File: config.mk
export PLATFORM = sky130hd
export DESIGN_NAME = inst_pcm_serializer
export DESIGN_NICKNAME = d
export VERILOG_FILES = /design/src/rtl/inst_pcm_serializer.sv
export SDC_FILE = /design/constraint.sdc
export NUM_CORES = 2
export LEC_CHECK = 0
export ABC_AREA = 1
export CAP_MARGIN = 40
export CORE_ASPECT_RATIO = 1.1
export CORE_MARGIN = 2
export CORE_UTILIZATION = 49
export CTS_CLUSTER_SIZE = 16
export DETAILED_ROUTE_END_ITERATION = 7
export HOLD_SLACK_MARGIN = 0.1
export PLACE_DENSITY = 0.77
export SLEW_MARGIN = 20
export SYNTH_ARGS = -nofsm -noshare
export SYNTH_HDL_FRONTEND = slang
export SYNTH_SLANG_ARGS = --single-unit
File: constraint.sdc
create_clock -name clk_sys -period 2.9 [get_ports clk_sys]
set_input_delay 0.435 -clock clk_sys [delete_from_list [all_inputs] [get_ports clk_sys]]
set_output_delay 0.435 -clock clk_sys [all_outputs]
set_load 0.01 [all_outputs]
File: src/rtl/inst_pcm_serializer.sv
// ---------------------------------------------------------------------------
// inst_pcm_serializer
//
// Purpose:
//   Serializes one accepted instruct word into a framed NRZ bit stream for the
//   PCM modulator. A frame is the sync word, then the payload (MSB first from
//   bit DATA_W-1), then an optional CRC-16. Each bit is held for a
//   configurable number of clk_sys cycles. A one-cycle strobe marks the first
//   cycle of every new bit.
//
// Optional feature:
//   PCM_CRC16_EN   when defined, appends CRC-16/CCITT-FALSE (poly 0x1021,
//                  init 0xFFFF, no reflection, no final xor) over the payload
//                  bits, sent MSB first at the same baud.
//
// Parameters:
//   U_DLY    register assignment delay of the legacy behavioural model; kept
//            for instantiation compatibility, no delay is modelled here
//   DATA_W   instruct word width (at most 1023, the bit index is 10 bits)
//
// Ports:
//   clk_sys              in   system clock
//   rst_n                in   asynchronous active-low reset
//   cfg_pcm_bitlen       in   payload bits per frame, 0 ignores the frame,
//                             values above DATA_W clamp to DATA_W
//   cfg_pcm_baud_div     in   clk_sys cycles per bit, 0 or 1 act as 2
//   cfg_pcm_sync         in   sync word, right-aligned
//   cfg_pcm_sync_len     in   sync bits sent, values above 32 clamp to 32
//   cfg_pcm_idle_lvl     in   line level while idle
//   pcm_inst_data        in   instruct word
//   pcm_inst_data_valid  in   one-cycle strobe, accepted only while idle
//   pcm_bit_out          out  serial NRZ bit
//   pcm_bit_en           out  pulse on the first cycle of each new bit
//   pcm_busy             out  high from frame start through the done cycle
//   pcm_tx_done          out  pulse in the single cycle after the last bit
//   debug_pcm_overflow   out  pulse one cycle after a strobe arrives while busy
// ---------------------------------------------------------------------------
module inst_pcm_serializer #(
   parameter int U_DLY  = 1,
   parameter int DATA_W = 512
) (
   input  logic              clk_sys,
   input  logic              rst_n,
   input  logic [15:0]       cfg_pcm_bitlen,
   input  logic [15:0]       cfg_pcm_baud_div,
   input  logic [31:0]       cfg_pcm_sync,
   input  logic [5:0]        cfg_pcm_sync_len,
   input  logic              cfg_pcm_idle_lvl,
   input  logic [DATA_W-1:0] pcm_inst_data,
   input  logic              pcm_inst_data_valid,
   output logic              pcm_bit_out,
   output logic              pcm_bit_en,
   output logic              pcm_busy,
   output logic              pcm_tx_done,
   output logic              debug_pcm_overflow
);

   // No assignment delay is applied in this model; the parameter is only
   // referenced so that existing instantiations keep elaborating.
   if (U_DLY < 0) begin : gLegacyDly
   end

   typedef enum logic [2:0] {
      IDLE,
      SYNC,
      DATA,
`ifdef PCM_CRC16_EN
      CRC,
`endif
      DONE
   } state_t;

   state_t            state_q, state_d;
   logic [15:0]       baud_q, baud_d;
   logic [9:0]        bitIdx_q, bitIdx_d;
   logic [31:0]       syncSh_q, syncSh_d;
   logic [DATA_W-1:0] dataSh_q, dataSh_d;
   logic [9:0]        bitLen_q, bitLen_d;
   logic [5:0]        syncLen_q, syncLen_d;
   logic [15:0]       div_q, div_d;
   logic              idleLvl_q, idleLvl_d;
   logic              bitOut_q, bitOut_d;
   logic              bitEn_q, bitEn_d;
   logic              busy_q, busy_d;
   logic              done_q, done_d;
   logic              ovf_q, ovf_d;
`ifdef PCM_CRC16_EN
   logic [15:0]       crc_q, crc_d;
`endif

   logic [9:0]        bitLenClamp;
   logic [5:0]        syncLenClamp;
   logic [15:0]       divClamp;
   logic [31:0]       syncAligned;
   logic [9:0]        curLen;
   logic              load;
   state_t            loadSt;

`ifdef PCM_CRC16_EN
   // One bit-serial step of CRC-16/CCITT-FALSE.
   function automatic logic [15:0] crcStep(input logic [15:0] crcIn, input logic bitIn);
      logic fb;
      fb = crcIn[15] ^ bitIn;
      crcStep = {crcIn[14:0], 1'b0} ^ (fb ? 16'h1021 : 16'h0000);
   endfunction
`endif

   // Clamp the live configuration to legal ranges. The sync word is shifted
   // so its first transmitted bit lands in bit 31, which lets the SYNC state
   // simply shift left.
   assign bitLenClamp  = (cfg_pcm_bitlen > 16'(DATA_W)) ? 10'(DATA_W) : cfg_pcm_bitlen[9:0];
   assign syncLenClamp = (cfg_pcm_sync_len > 6'd32) ? 6'd32 : cfg_pcm_sync_len;
   assign divClamp     = (cfg_pcm_baud_div < 16'd2) ? 16'd2 : cfg_pcm_baud_div;
   assign syncAligned  = cfg_pcm_sync << (6'd32 - syncLenClamp);

   // Number of bits the current field sends, from the latched frame copy.
   always_comb begin
      curLen = 10'd1;
      case (state_q)
         SYNC:    curLen = {4'd0, syncLen_q};
         DATA:    curLen = bitLen_q;
`ifdef PCM_CRC16_EN
         CRC:     curLen = 10'd16;
`endif
         default: curLen = 10'd1;
      endcase
   end

   // Frame sequencing. The baud counter counts cycles within the current bit;
   // on the last cycle of a bit the next bit (or the done cycle) is loaded
   // into the output register, so bits are always held exactly div cycles.
   // Acceptance loads the first bit directly so it appears on the very next
   // cycle together with the bit strobe.
   always_comb begin
      state_d   = state_q;
      baud_d    = baud_q;
      bitIdx_d  = bitIdx_q;
      syncSh_d  = syncSh_q;
      dataSh_d  = dataSh_q;
      bitLen_d  = bitLen_q;
      syncLen_d = syncLen_q;
      div_d     = div_q;
      idleLvl_d = idleLvl_q;
      bitOut_d  = bitOut_q;
      bitEn_d   = 1'b0;
`ifdef PCM_CRC16_EN
      crc_d     = crc_q;
`endif
      load      = 1'b0;
      loadSt    = IDLE;
      ovf_d     = pcm_inst_data_valid && (state_q != IDLE);

      case (state_q)
         IDLE: begin
            bitOut_d = cfg_pcm_idle_lvl;
            if (pcm_inst_data_valid && (bitLenClamp != 10'd0)) begin
               bitLen_d  = bitLenClamp;
               syncLen_d = syncLenClamp;
               div_d     = divClamp;
               idleLvl_d = cfg_pcm_idle_lvl;
               baud_d    = '0;
               bitIdx_d  = '0;
               bitEn_d   = 1'b1;
`ifdef PCM_CRC16_EN
               crc_d     = 16'hFFFF;
`endif
               if (syncLenClamp != 6'd0) begin
                  state_d  = SYNC;
                  bitOut_d = syncAligned[31];
                  syncSh_d = syncAligned << 1;
                  dataSh_d = pcm_inst_data;
               end else begin
                  state_d  = DATA;
                  bitOut_d = pcm_inst_data[DATA_W-1];
                  syncSh_d = '0;
                  dataSh_d = pcm_inst_data << 1;
`ifdef PCM_CRC16_EN
                  crc_d    = crcStep(16'hFFFF, pcm_inst_data[DATA_W-1]);
`endif
               end
            end
         end

         DONE: begin
            state_d  = IDLE;
            bitOut_d = cfg_pcm_idle_lvl;
         end

         default: begin
            if (baud_q == div_q - 16'd1) begin
               baud_d = '0;
               load   = 1'b1;
               if (bitIdx_q == curLen - 10'd1) begin
                  bitIdx_d = '0;
                  case (state_q)
                     SYNC:    loadSt = DATA;
`ifdef PCM_CRC16_EN
                     DATA:    loadSt = CRC;
`else
                     DATA:    loadSt = DONE;
`endif
                     default: loadSt = DONE;
                  endcase
               end else begin
                  bitIdx_d = bitIdx_q + 10'd1;
                  loadSt   = state_q;
               end
            end else begin
               baud_d = baud_q + 16'd1;
            end
         end
      endcase

      // Present the next bit of whichever field is active from here on. The
      // CRC absorbs each payload bit as it goes out, so it is final by the
      // time the CRC field starts.
      if (load) begin
         state_d = loadSt;
         case (loadSt)
            SYNC: begin
               bitEn_d  = 1'b1;
               bitOut_d = syncSh_q[31];
               syncSh_d = syncSh_q << 1;
            end
            DATA: begin
               bitEn_d  = 1'b1;
               bitOut_d = dataSh_q[DATA_W-1];
               dataSh_d = dataSh_q << 1;
`ifdef PCM_CRC16_EN
               crc_d    = crcStep(crc_q, dataSh_q[DATA_W-1]);
`endif
            end
`ifdef PCM_CRC16_EN
            CRC: begin
               bitEn_d  = 1'b1;
               bitOut_d = crc_q[15];
               crc_d    = {crc_q[14:0], 1'b0};
            end
`endif
            default: begin
               bitOut_d = idleLvl_q;
            end
         endcase
      end

      busy_d = (state_d != IDLE);
      done_d = (state_d == DONE);
   end

   // State and output registers. Reset aborts any frame immediately and
   // produces no done pulse.
   always_ff @(posedge clk_sys or negedge rst_n) begin
      if (!rst_n) begin
         state_q   <= IDLE;
         baud_q    <= '0;
         bitIdx_q  <= '0;
         syncSh_q  <= '0;
         dataSh_q  <= '0;
         bitLen_q  <= '0;
         syncLen_q <= '0;
         div_q     <= '0;
         idleLvl_q <= 1'b0;
         bitOut_q  <= 1'b0;
         bitEn_q   <= 1'b0;
         busy_q    <= 1'b0;
         done_q    <= 1'b0;
         ovf_q     <= 1'b0;
`ifdef PCM_CRC16_EN
         crc_q     <= 16'hFFFF;
`endif
      end else begin
         state_q   <= state_d;
         baud_q    <= baud_d;
         bitIdx_q  <= bitIdx_d;
         syncSh_q  <= syncSh_d;
         dataSh_q  <= dataSh_d;
         bitLen_q  <= bitLen_d;
         syncLen_q <= syncLen_d;
         div_q     <= div_d;
         idleLvl_q <= idleLvl_d;
         bitOut_q  <= bitOut_d;
         bitEn_q   <= bitEn_d;
         busy_q    <= busy_d;
         done_q    <= done_d;
         ovf_q     <= ovf_d;
`ifdef PCM_CRC16_EN
         crc_q     <= crc_d;
`endif
      end
   end

   assign pcm_bit_out        = bitOut_q;
   assign pcm_bit_en         = bitEn_q;
   assign pcm_busy           = busy_q;
   assign pcm_tx_done        = done_q;
   assign debug_pcm_overflow = ovf_q;

endmodule

==> results.sh <==
export IMPL_synth_seq_cells=611
export IMPL_syn_cell_area_um2=36000
export IMPL_area_growth_pct=36.1
export IMPL_multi_input_area_um2=16900
export IMPL_maxSlewViolCount=0
export IMPL_met1_length_um=47900
export IMPL_vias=37700
export IMPL_outcome="complete, but fails checks"
export IMPL_startpoint_type="register"
export IMPL_synthesis_nets=5667
export IMPL_synth_largest_area_cell="dfrtp_1"
export IMPL_port_buffers=590
export IMPL_synthArstFlopShare=1.00
export IMPL_grt_pass1_vias=35900
export IMPL_hold_path_class="in2async"
export IMPL_first_pass_iters=6
export IMPL_routed_top_layer="met5"
export IMPL_utilization=0.671
export IMPL_period_share=1.10
export IMPL_clock_root_buffer="clkbuf_16"
export IMPL_drtIter0Drc=3544
export IMPL_leakage_nw=25.5
export IMPL_crit_path_end_kind="register"
export IMPL_yosysWarnings=0
export IMPL_die_area_um2=75700
export IMPL_fin_crit_ns=3.20
export IMPL_cts_tree="done"
export IMPL_sw_frac_of_total=0.365
export IMPL_seq_area_um2=15300
export IMPL_worst_ep_required_time_ns=3.39
export IMPL_clock_sinks=611
export IMPL_grt_max_degree=71
export IMPL_gp_congestion=0.915
export IMPL_cp_data_arrival_time_ns=3.69
export IMPL_clock_skew_ns=0.0217
export IMPL_violations="setup timing"
export IMPL_fillers=5893
export IMPL_p_switching_mw=14.2
export IMPL_seqPwrFrac=0.376
export IMPL_fp_dieW_um=262
export IMPL_irDropWorstVdd_mv=0.566
export IMPL_cts_inserted_buffers=69
export IMPL_setup_worst_path_class="reg2reg"
export IMPL_core_um2=73000
export IMPL_antenna_found_initial=14
export IMPL_post_synth_top_count_cell="nand2_1"
export IMPL_dr_wl_met3_um=9420
export IMPL_comb_power_share=0.377
export IMPL_synth_cells=5076
export IMPL_grt_setup_unrepaired="true"
export IMPL_clkPwrFrac=0.248
export IMPL_synth_main_ff_cell="dfrtp_1"
export IMPL_clk_pin_slew_ns=0.06
export IMPL_synth_edf_count=0
export IMPL_synth_seq_area_share=0.425
export IMPL_setup_ws_ns=-0.301
export IMPL_maxCapViolations=0
export IMPL_grt_pass1_wl_um=188000
export IMPL_synth_cell_types=48
export IMPL_row_count=104
export IMPL_track_usage=0.304
export IMPL_cts_buffer_depth=3
export IMPL_start_util=0.493
export IMPL_clock_latency_ns=0.62
export IMPL_setup_viol=556
export IMPL_drcViolationCount=0
export IMPL_synth_top_area_share=0.425
export IMPL_place_ws_ns=-0.390
export IMPL_met2_length_um=58100
export IMPL_avgSynthCellArea_um2=7.10
export IMPL_wl_per_cell_um=17.9
export IMPL_finalHoldViolations=0
export IMPL_grt_overflow=0
export IMPL_routed_wl_um=122000
export IMPL_cts_max_level=3
export IMPL_die_y_um=288
export IMPL_worst_pin_slew_ns=0.607
export IMPL_p_per_area_nw_per_um2=792
export IMPL_place_hpwl_um=82200
export IMPL_worst_path_max_fanout=11
export IMPL_fmax_ghz=0.312
export IMPL_ys_top_cells_by_area="dfrtp_1 (42%), nand2_1 (25%), o221ai_1 (12%)"
export IMPL_boundaryPins=591
export IMPL_fin_tns_setup_ns=-119.91
export IMPL_ant_nets=0
export IMPL_synth_common_cells="nand2_1 (2,357), inv_1 (652), dfrtp_1 (611), o221ai_1 (497), clkbuf_1 (198)"
export IMPL_internal_power_mw=24.6
export IMPL_nets=6365
export IMPL_via_per_inst=5.55
export IMPL_drive_gt1_frac=0.106
export IMPL_slew_limit_headroom=0.592
[through the flow]
stage	hold slack, ns	cells	cell area, um^2	power (mW)
finish	0.398	6796	49000	38.8
global route	0.399	6794	49000	41.7
CTS	0.348	6755	48200	38.5
detailed placement	0.422	6595	44800	28.5
global placement	0.421	6595	44800	28.0
floorplan	0.139	5076	36000	23.5
[registers in the layout, indices dropped and copies added (netlist names)]
name,cells
pcm_busy,1
bitIdx_q,10
pcm_bit_en,1
syncSh_q,32
baud_q,16
state_q,3
dataSh_q,512
pcm_bit_out,1
div_q,16
debug_pcm_overflow,1
pcm_tx_done,1
bitLen_q,10
idleLvl_q,1
syncLen_q,6
[cell usage in the layout, fill, tap and decap left out, types with 76 or more instances in the layout]
master           synthesis  layout
buf_12                   0      76
buf_4                   13     218
clkbuf_16                0      88
clkdlybuf4s50_1          0     589
dfrtp_1                611     609
inv_1                  652     649
nand2_1               2357    2281
nand2_2                  6      76
nand3_1                130     123
nor2_1                 103      99
o21ai_0                158     155
o221ai_1               497     497
[worst max-delay path, stage by stage (launching register included)]
cell,delay [ns]
dfrtp_1,0.43
nor2_4,0.16
nand3b_1,0.17
nand2_4,0.13
ha_4,0.20
xor2_1,0.14
nand3_1,0.13
nor2_1,0.12
nand2_1,0.07
nor2_2,0.11
nand3_2,0.11
nor2_4,0.14
nand2_2,0.08
nand2_2,0.09
nand2_2,0.06
inv_2,0.09
nand3_4,0.11
clkbuf_16,0.23
clkbuf_16,0.21
buf_6,0.15
nand2_1,0.08
nand2_1,0.06
[timing repair]
action	4_1_cts	5_1_grt
hold endpoints to repair	44	0
setup endpoints to repair	556	571
pin swaps	13	18
resized for setup	77	99
cloned	16	27
setup buffers	17	6
hold buffers	1	0
[power by group through the flow]
stage	Sequential (mW)	Combinational [mW]	Clock [mW]
after floorplan	13.9	9.53	0
after global placement	14.5	13.5	0
after detailed placement	14.5	14.0	0
after CTS	14.5	14.3	9.74
after global routing	15.0	16.6	10.1
final	14.6	14.6	9.62
[final timing paths]
check | startpoint | to | slack, ns | cells after the start
max in group asynchronous | rst_n | dataSh_q[470]$_DFF_PN0_ | 1.56 | 4
min in group clk_sys | cfg_pcm_baud_div[10] | div_q[10]$_DFFE_PN0P_ | 0.40 | 3
worst max register to register | state_q[2]$_DFF_PN0_ | dataSh_q[246]$_DFF_PN0_ | -0.30 | 21
worst max-delay path | state_q[2]$_DFF_PN0_ | dataSh_q[246]$_DFF_PN0_ | -0.30 | 21
worst min register to register | dataSh_q[301]$_DFF_PN0_ | dataSh_q[302]$_DFF_PN0_ | 0.45 | 2
worst min-delay path | rst_n | dataSh_q[420]$_DFF_PN0_ | 0.40 | 2
[logic make-up (layout without fill, tap and decap cells)]
family	after synthesis	count (layout)	share of synthesized area
buffers and inverters	995	1748	0.116
flip-flops	611	611	0.425
adder cells (fa/ha/maj)	5	5	0.00174
AO/OA/AOI/OAI	753	753	0.160
AND/OR/NAND/NOR	2674	2674	0.289
XOR/XNOR	35	35	0.00851
other	0	13	0
multiplexers	3	3	0.000869
[layout make-up]
type / instances / area share
clock inverters: 28 / 0.00980
repair inverters: 2 / 0.000740
repair buffers: 953 / 0.215
diodes: 13 / 0.000664
clock buffers: 98 / 0.0413
inverters: 667 / 0.0514
multi-input cells: 3470 / 0.345
well taps: 954 / 0.0244
flip-flops and latches: 611 / 0.312
[layer usage]
metal | vias to the layer above | GRT usage
li1 | 17800 | -
met3 | 322 | 0.0431
met4 | 6 | 0.153
met2 | 1882 | 0.503
met1 | 17700 | 0.393
met5 | - | 0
Note: power is estimated with default switching activity, not from simulation.
